--- src/rtl/oai211_pkg.sv ---
// rtl/oai211_pkg.sv - shared constants and helper functions for the OAI211 pipeline
package oai211_pkg;

  // Widest channel count the helpers cover; callers extend their operands to this width.
  localparam int MAX_W = 256;

  // Width of a population count over MAX_W bits (clog2(MAX_W+1)).
  localparam int PC_MAX_W = 9;

  // Value of ZN for all-zero inputs; every data register resets to it.
  localparam logic [MAX_W-1:0] ZN_RST = '1;

  // Bitwise OAI211: ZN = ~((C1 | C2) & A & B).
  function automatic logic [MAX_W-1:0] oai211_f(
    input logic [MAX_W-1:0] a,
    input logic [MAX_W-1:0] b,
    input logic [MAX_W-1:0] c1,
    input logic [MAX_W-1:0] c2
  );
    return ~((c1 | c2) & a & b);
  endfunction

  // Number of set bits in v.
  function automatic logic [PC_MAX_W-1:0] popcount(input logic [MAX_W-1:0] v);
    logic [PC_MAX_W-1:0] n;
    n = '0;
    for (int i = 0; i < MAX_W; i++) begin
      n = n + PC_MAX_W'(v[i]);
    end
    return n;
  endfunction

endpackage

--- src/rtl/oai211_stage.sv ---
// rtl/oai211_stage.sv - one data+valid pipeline register with advance enable and load-on-valid
module oai211_stage
  import oai211_pkg::*;
#(
  parameter int WIDTH = 8
) (
  input  logic             i_clk,
  input  logic             i_rst,
  input  logic             i_en,
  input  logic             i_valid,
  input  logic [WIDTH-1:0] i_data,
  output logic             o_valid,
  output logic [WIDTH-1:0] o_data
);

  logic             r_valid;
  logic [WIDTH-1:0] r_data;

  // Valid follows the upstream stage on every advance; data only moves on a valid
  // beat, so a bubble leaves the last valid result in place.
  always_ff @(posedge i_clk or posedge i_rst) begin
    if (i_rst) begin
      r_valid <= 1'b0;
      r_data  <= WIDTH'(ZN_RST);
    end else if (i_en) begin
      r_valid <= i_valid;
      if (i_valid) begin
        r_data <= i_data;
      end
    end
  end

  assign o_valid = r_valid;
  assign o_data  = r_data;

endmodule

--- src/rtl/oai211_pipe_xn.sv ---
// rtl/oai211_pipe_xn.sv - pipelined multi-channel OAI211 with valid tracking and toggle counter
module oai211_pipe_xn
  import oai211_pkg::*;
#(
  parameter int WIDTH  = 8,
  parameter int STAGES = 2,
  parameter int CNT_W  = 16
) (
  input  logic             CK,
  input  logic             R,
  input  logic             EN,
  input  logic             VALID_I,
  input  logic [WIDTH-1:0] A,
  input  logic [WIDTH-1:0] B,
  input  logic [WIDTH-1:0] C1,
  input  logic [WIDTH-1:0] C2,
  input  logic             CNT_CLR,
  output logic [WIDTH-1:0] ZN,
  output logic             VALID_O,
  output logic [CNT_W-1:0] TOGGLE_CNT
);

  // Popcount width for WIDTH bits, and a sum width that can never wrap even when
  // the popcount is wider than the counter itself.
  localparam int PC_W  = $clog2(WIDTH + 1);
  localparam int SUM_W = (CNT_W + 1 > PC_W + 1) ? CNT_W + 1 : PC_W + 1;

  localparam logic [SUM_W-1:0] CNT_MAX = SUM_W'({CNT_W{1'b1}});

  // Index 0 is the combinational result; index k is the output of stage k.
  logic [WIDTH-1:0] w_data  [0:STAGES];
  logic             w_valid [0:STAGES];

  logic [WIDTH-1:0] w_zn_comb;
  logic [WIDTH-1:0] w_diff;
  logic [PC_W-1:0]  w_pc;
  logic [SUM_W-1:0] w_sum;
  logic [CNT_W-1:0] w_cnt_next;
  logic             w_cnt_inc;

  logic [CNT_W-1:0] r_cnt;

  assign w_zn_comb = WIDTH'(oai211_f(MAX_W'(A), MAX_W'(B), MAX_W'(C1), MAX_W'(C2)));

  assign w_data[0]  = w_zn_comb;
  assign w_valid[0] = VALID_I;

  for (genvar g = 0; g < STAGES; g++) begin : g_stage
    oai211_stage #(
      .WIDTH (WIDTH)
    ) u_stage (
      .i_clk   (CK),
      .i_rst   (R),
      .i_en    (EN),
      .i_valid (w_valid[g]),
      .i_data  (w_data[g]),
      .o_valid (w_valid[g+1]),
      .o_data  (w_data[g+1])
    );
  end

  assign ZN      = w_data[STAGES];
  assign VALID_O = w_valid[STAGES];

  // The final stage reloads only when its incoming valid is set, so the bits that
  // flip are exactly those differing between the incoming beat and the current ZN.
  assign w_cnt_inc  = EN && w_valid[STAGES-1];
  assign w_diff     = w_data[STAGES-1] ^ w_data[STAGES];
  assign w_pc       = PC_W'(popcount(MAX_W'(w_diff)));
  assign w_sum      = SUM_W'(r_cnt) + SUM_W'(w_pc);
  assign w_cnt_next = (w_sum > CNT_MAX) ? {CNT_W{1'b1}} : CNT_W'(w_sum);

  // Saturating toggle counter; clear ignores EN and beats a same-edge increment.
  always_ff @(posedge CK or posedge R) begin
    if (R) begin
      r_cnt <= '0;
    end else if (CNT_CLR) begin
      r_cnt <= '0;
    end else if (w_cnt_inc) begin
      r_cnt <= w_cnt_next;
    end
  end

  assign TOGGLE_CNT = r_cnt;

endmodule

--- config.mk ---
export PLATFORM = sky130hd
export DESIGN_NAME = oai211_pipe_xn
export DESIGN_NICKNAME = d
export VERILOG_FILES = /design/src/rtl/oai211_pkg.sv /design/src/rtl/oai211_stage.sv /design/src/rtl/oai211_pipe_xn.sv
export SDC_FILE = /design/constraint.sdc
export NUM_CORES = 1
export LEC_CHECK = 0
export BUFFER_PORTS_ARGS = -buffer_cell sky130_fd_sc_hd__buf_4
export CORE_MARGIN = 2
export CORE_UTILIZATION = 46
export CTS_CLUSTER_SIZE = 40
export DETAILED_ROUTE_END_ITERATION = 6
export PLACE_DENSITY = 0.84
export SLEW_MARGIN = 20
export SYNTH_ARGS = -nofsm -noshare
export SYNTH_HDL_FRONTEND = slang
export SYNTH_SLANG_ARGS = --single-unit
--- constraint.sdc ---
create_clock -name CK -period 3.9 [get_ports CK]
set_input_delay 0.585 -clock CK [delete_from_list [all_inputs] [get_ports CK]]
set_output_delay 0.585 -clock CK [all_outputs]
set_load 0.02 [all_outputs]
==> reports/results.tsv <==
metric	value	unit
diodes	0	
area_growth	37.1	%
worst_slack	-0.0118	ns
seq_area	871	um2
violations	negative setup slack	
grt_pass1_wl	7.73	mm
fin_nets	307	
portBuffers	61	
antenna_found_initial	0	
worstPathRequired	4.05	ns
final_common_cell	buf_4	
swShare	38.0	%
netlist_area	1950	um2
num_rows	23	
seq_power_share	32.5	%
cts_num_sinks	34	
grt_max_degree	29	
fin_crit	3.91	ns
drt_pre_antenna_iters	4	
layout_common_cells	65 x buf_4, 38 x nand2_1, 18 x dfrtp_1	
final.setup.tns	-0.0118	ns
finalWirelength	4.75	mm
start_util	48.3	%
tritoncts	yes	
num_io_pins	62	
holdWs	0.360	ns
die_w	69.1	um
multi_input_area	1120	um2
cap_violations	0	
path_class	flip-flop to flip-flop	
vias	1732	
end_kind	flip-flop	
fin_skew	0.00655	ns
overflow	0	
syn_nets	241	
hold_viol_final	0	
n_fill_cell	299	
power.total	1.41	mW
vias_per_cell	5.59	
die-height	69.1	um
design_area	2670	um2
p_sw	534	uW
die_area	4770	um2
start_kind	flip-flop	
clk_pin_slew_worst_paths	0.07	ns
cts_root_buffer	clkbuf_8	
place_congestion	0.792	
finalCritPeriodShare	100	%
place_area	2470	um2
drt_iter0_drc	180	
grt_setup_unrepaired	true	
setup_viol	1	
vdd_drop_max	0.339	mV
synth.distinct_cells	38	
synth_seq_area_share	44.7	%
p_int	872	uW
core	4030	um2
worst_pin_slew	0.644	ns
first_global_vias	1709	
cts_max_level	2	
insertion_delay	0.29	ns
status	complete, but fails checks	
drc_errors	0	
cts_buffer_depth	2	
wl_per_cell	15.3	um
ys_ff_latch	34	
fmax	256	MHz
track_usage	19.9	%
p_clk_share	18.8	%
ys_warn_count	0	
syn_area_per_cell	10.1	um2
p_comb_share	48.7	%
hold_class	input port to async pin	
syn_inst	193	
dpl.hpwl	3.23	mm
powerDensity	526	nW/um2
arrival	4.07	ns
slew_violations	0	
cts_buffers	5	
critPathMaxFanout	5	
drive_above_1_share	45.4	%
antenna_left	0	
slew_headroom	57.0	%
p_leak	1.29	nW
==> state kept, by name (all words and copies together), names as in the netlist <==
register and cells:
g_stage.u_stage.o_valid 2, g_stage.u_stage.o_data 16, TOGGLE_CNT 16
==> critical path: stages, from the launching register on <==
cell	delay (ns)
dfstp_2	0.58
xor2_2	0.16
fa_1	0.46
fa_1	0.51
inv_2	0.04
fa_1	0.47
inv_1	0.05
fa_2	0.36
fa_2	0.39
nand3_4	0.12
a211oi_4	0.09
and3_4	0.24
a31oi_1	0.23
a311oi_2	0.06
==> synth_stat cells (all sizes together) <==
cell | n | area [um2]
nor4b | 2 | 17.5
nand3 | 7 | 57.6
a21o | 1 | 7.51
dfstp | 16 | 420
fa | 5 | 100
xnor2 | 3 | 26.3
nor4 | 1 | 6.26
and3 | 6 | 45.0
o211a | 8 | 80.1
nand2 | 40 | 150
a22o | 2 | 17.5
nor2 | 10 | 45.0
o21bai | 3 | 22.5
a31oi | 8 | 50.1
nand4 | 1 | 6.26
a211oi | 5 | 50.1
a41oi | 1 | 8.76
dfrtp | 18 | 450
nor3 | 6 | 30.0
o21ai | 11 | 55.1
and4 | 1 | 10.0
a311oi | 4 | 41.3
xor2 | 8 | 70.1
inv | 6 | 22.5
clkbuf | 6 | 32.5
buf | 1 | 7.51
ha | 6 | 75.1
and2 | 2 | 12.5
a21oi | 5 | 28.8
==> cell families (layout without fill, tap and decap cells) <==
kind of cell	count (synthesis)	count (layout)	synth area share, %
AO/OA/AOI/OAI	48	48	18.6
XOR/XNOR	11	11	4.95
adder cells (fa/ha/maj)	11	11	9.00
buffers and inverters	13	80	3.21
flip-flops	34	34	44.7
AND/OR/NAND/NOR	76	76	19.5
==> per-stage QoR <==
step | util [%] | setup slack (ns) | cells
2_1_floorplan | - | -0.0405 | 193
3_3_place_gp | 61.2 | 0.0430 | 298
3_5_place_dp | 61.2 | -0.00295 | 298
4_1_cts | 64.0 | 0.00632 | 308
5_1_grt | 66.3 | -0.155 | 310
6_report | 66.3 | -0.0118 | 310
==> final timing paths <==
kind                                                     end                          from  slack (ns)  depth (start not counted)
worst max-delay path                          TOGGLE_CNT[12]  g_stage[1].u_stage.o_data[0]       -0.01                         13
worst min-delay path                           TOGGLE_CNT[1]                             R        0.36                          2
worst max register to register                TOGGLE_CNT[12]  g_stage[1].u_stage.o_data[0]       -0.01                         13
worst min register to register  g_stage[1].u_stage.o_data[1]  g_stage[0].u_stage.o_data[1]        0.48                          2
max in group asynchronous       g_stage[0].u_stage.o_data[3]                             R        2.92                          3
min in group CK                 g_stage[1].u_stage.o_data[1]  g_stage[0].u_stage.o_data[1]        0.48                          2
==> power groups by stage <==
stage | Combinational (mW) | Clock (mW) | Sequential (mW)
finish | 0.684 | 0.264 | 0.457
global route | 0.761 | 0.287 | 0.464
CTS | 0.672 | 0.269 | 0.457
detailed placement | 0.659 | 0 | 0.462
global placement | 0.648 | 0 | 0.459
floorplan | 0.452 | 0 | 0.491
==> area by class of cell <==
type / count / share of cell area (%)
repair buffers: 66 / 18.7
flip-flops and latches: 34 / 32.6
clock inverters: 1 / 0.187
inverters: 6 / 0.843
multi-input cells: 146 / 42.1
well taps: 50 / 2.34
clock buffers: 7 / 3.23
==> per-layer routing <==
layer / wire length, um / part of all wire (%) / up-vias / GRT usage [%]
li1: - / - / 822 / -
met1: 1960 / 41 / 852 / 24.8
met2: 2430 / 51 / 52 / 32.7
met3: 296 / 6.2 / 6 / 6.14
met4: 61 / 1.3 / 0 / 6.54
met5: 0 / 0 / - / 0
==> what timing repair did <==
action / CTS / global route
pin swaps: 3 / 5
setup endpoints to repair: 4 / 9
resized for setup: 1 / 16
buffers inserted: 2 / 2
hold buffers: 0 / 0
(Power assumes the default switching activity.)
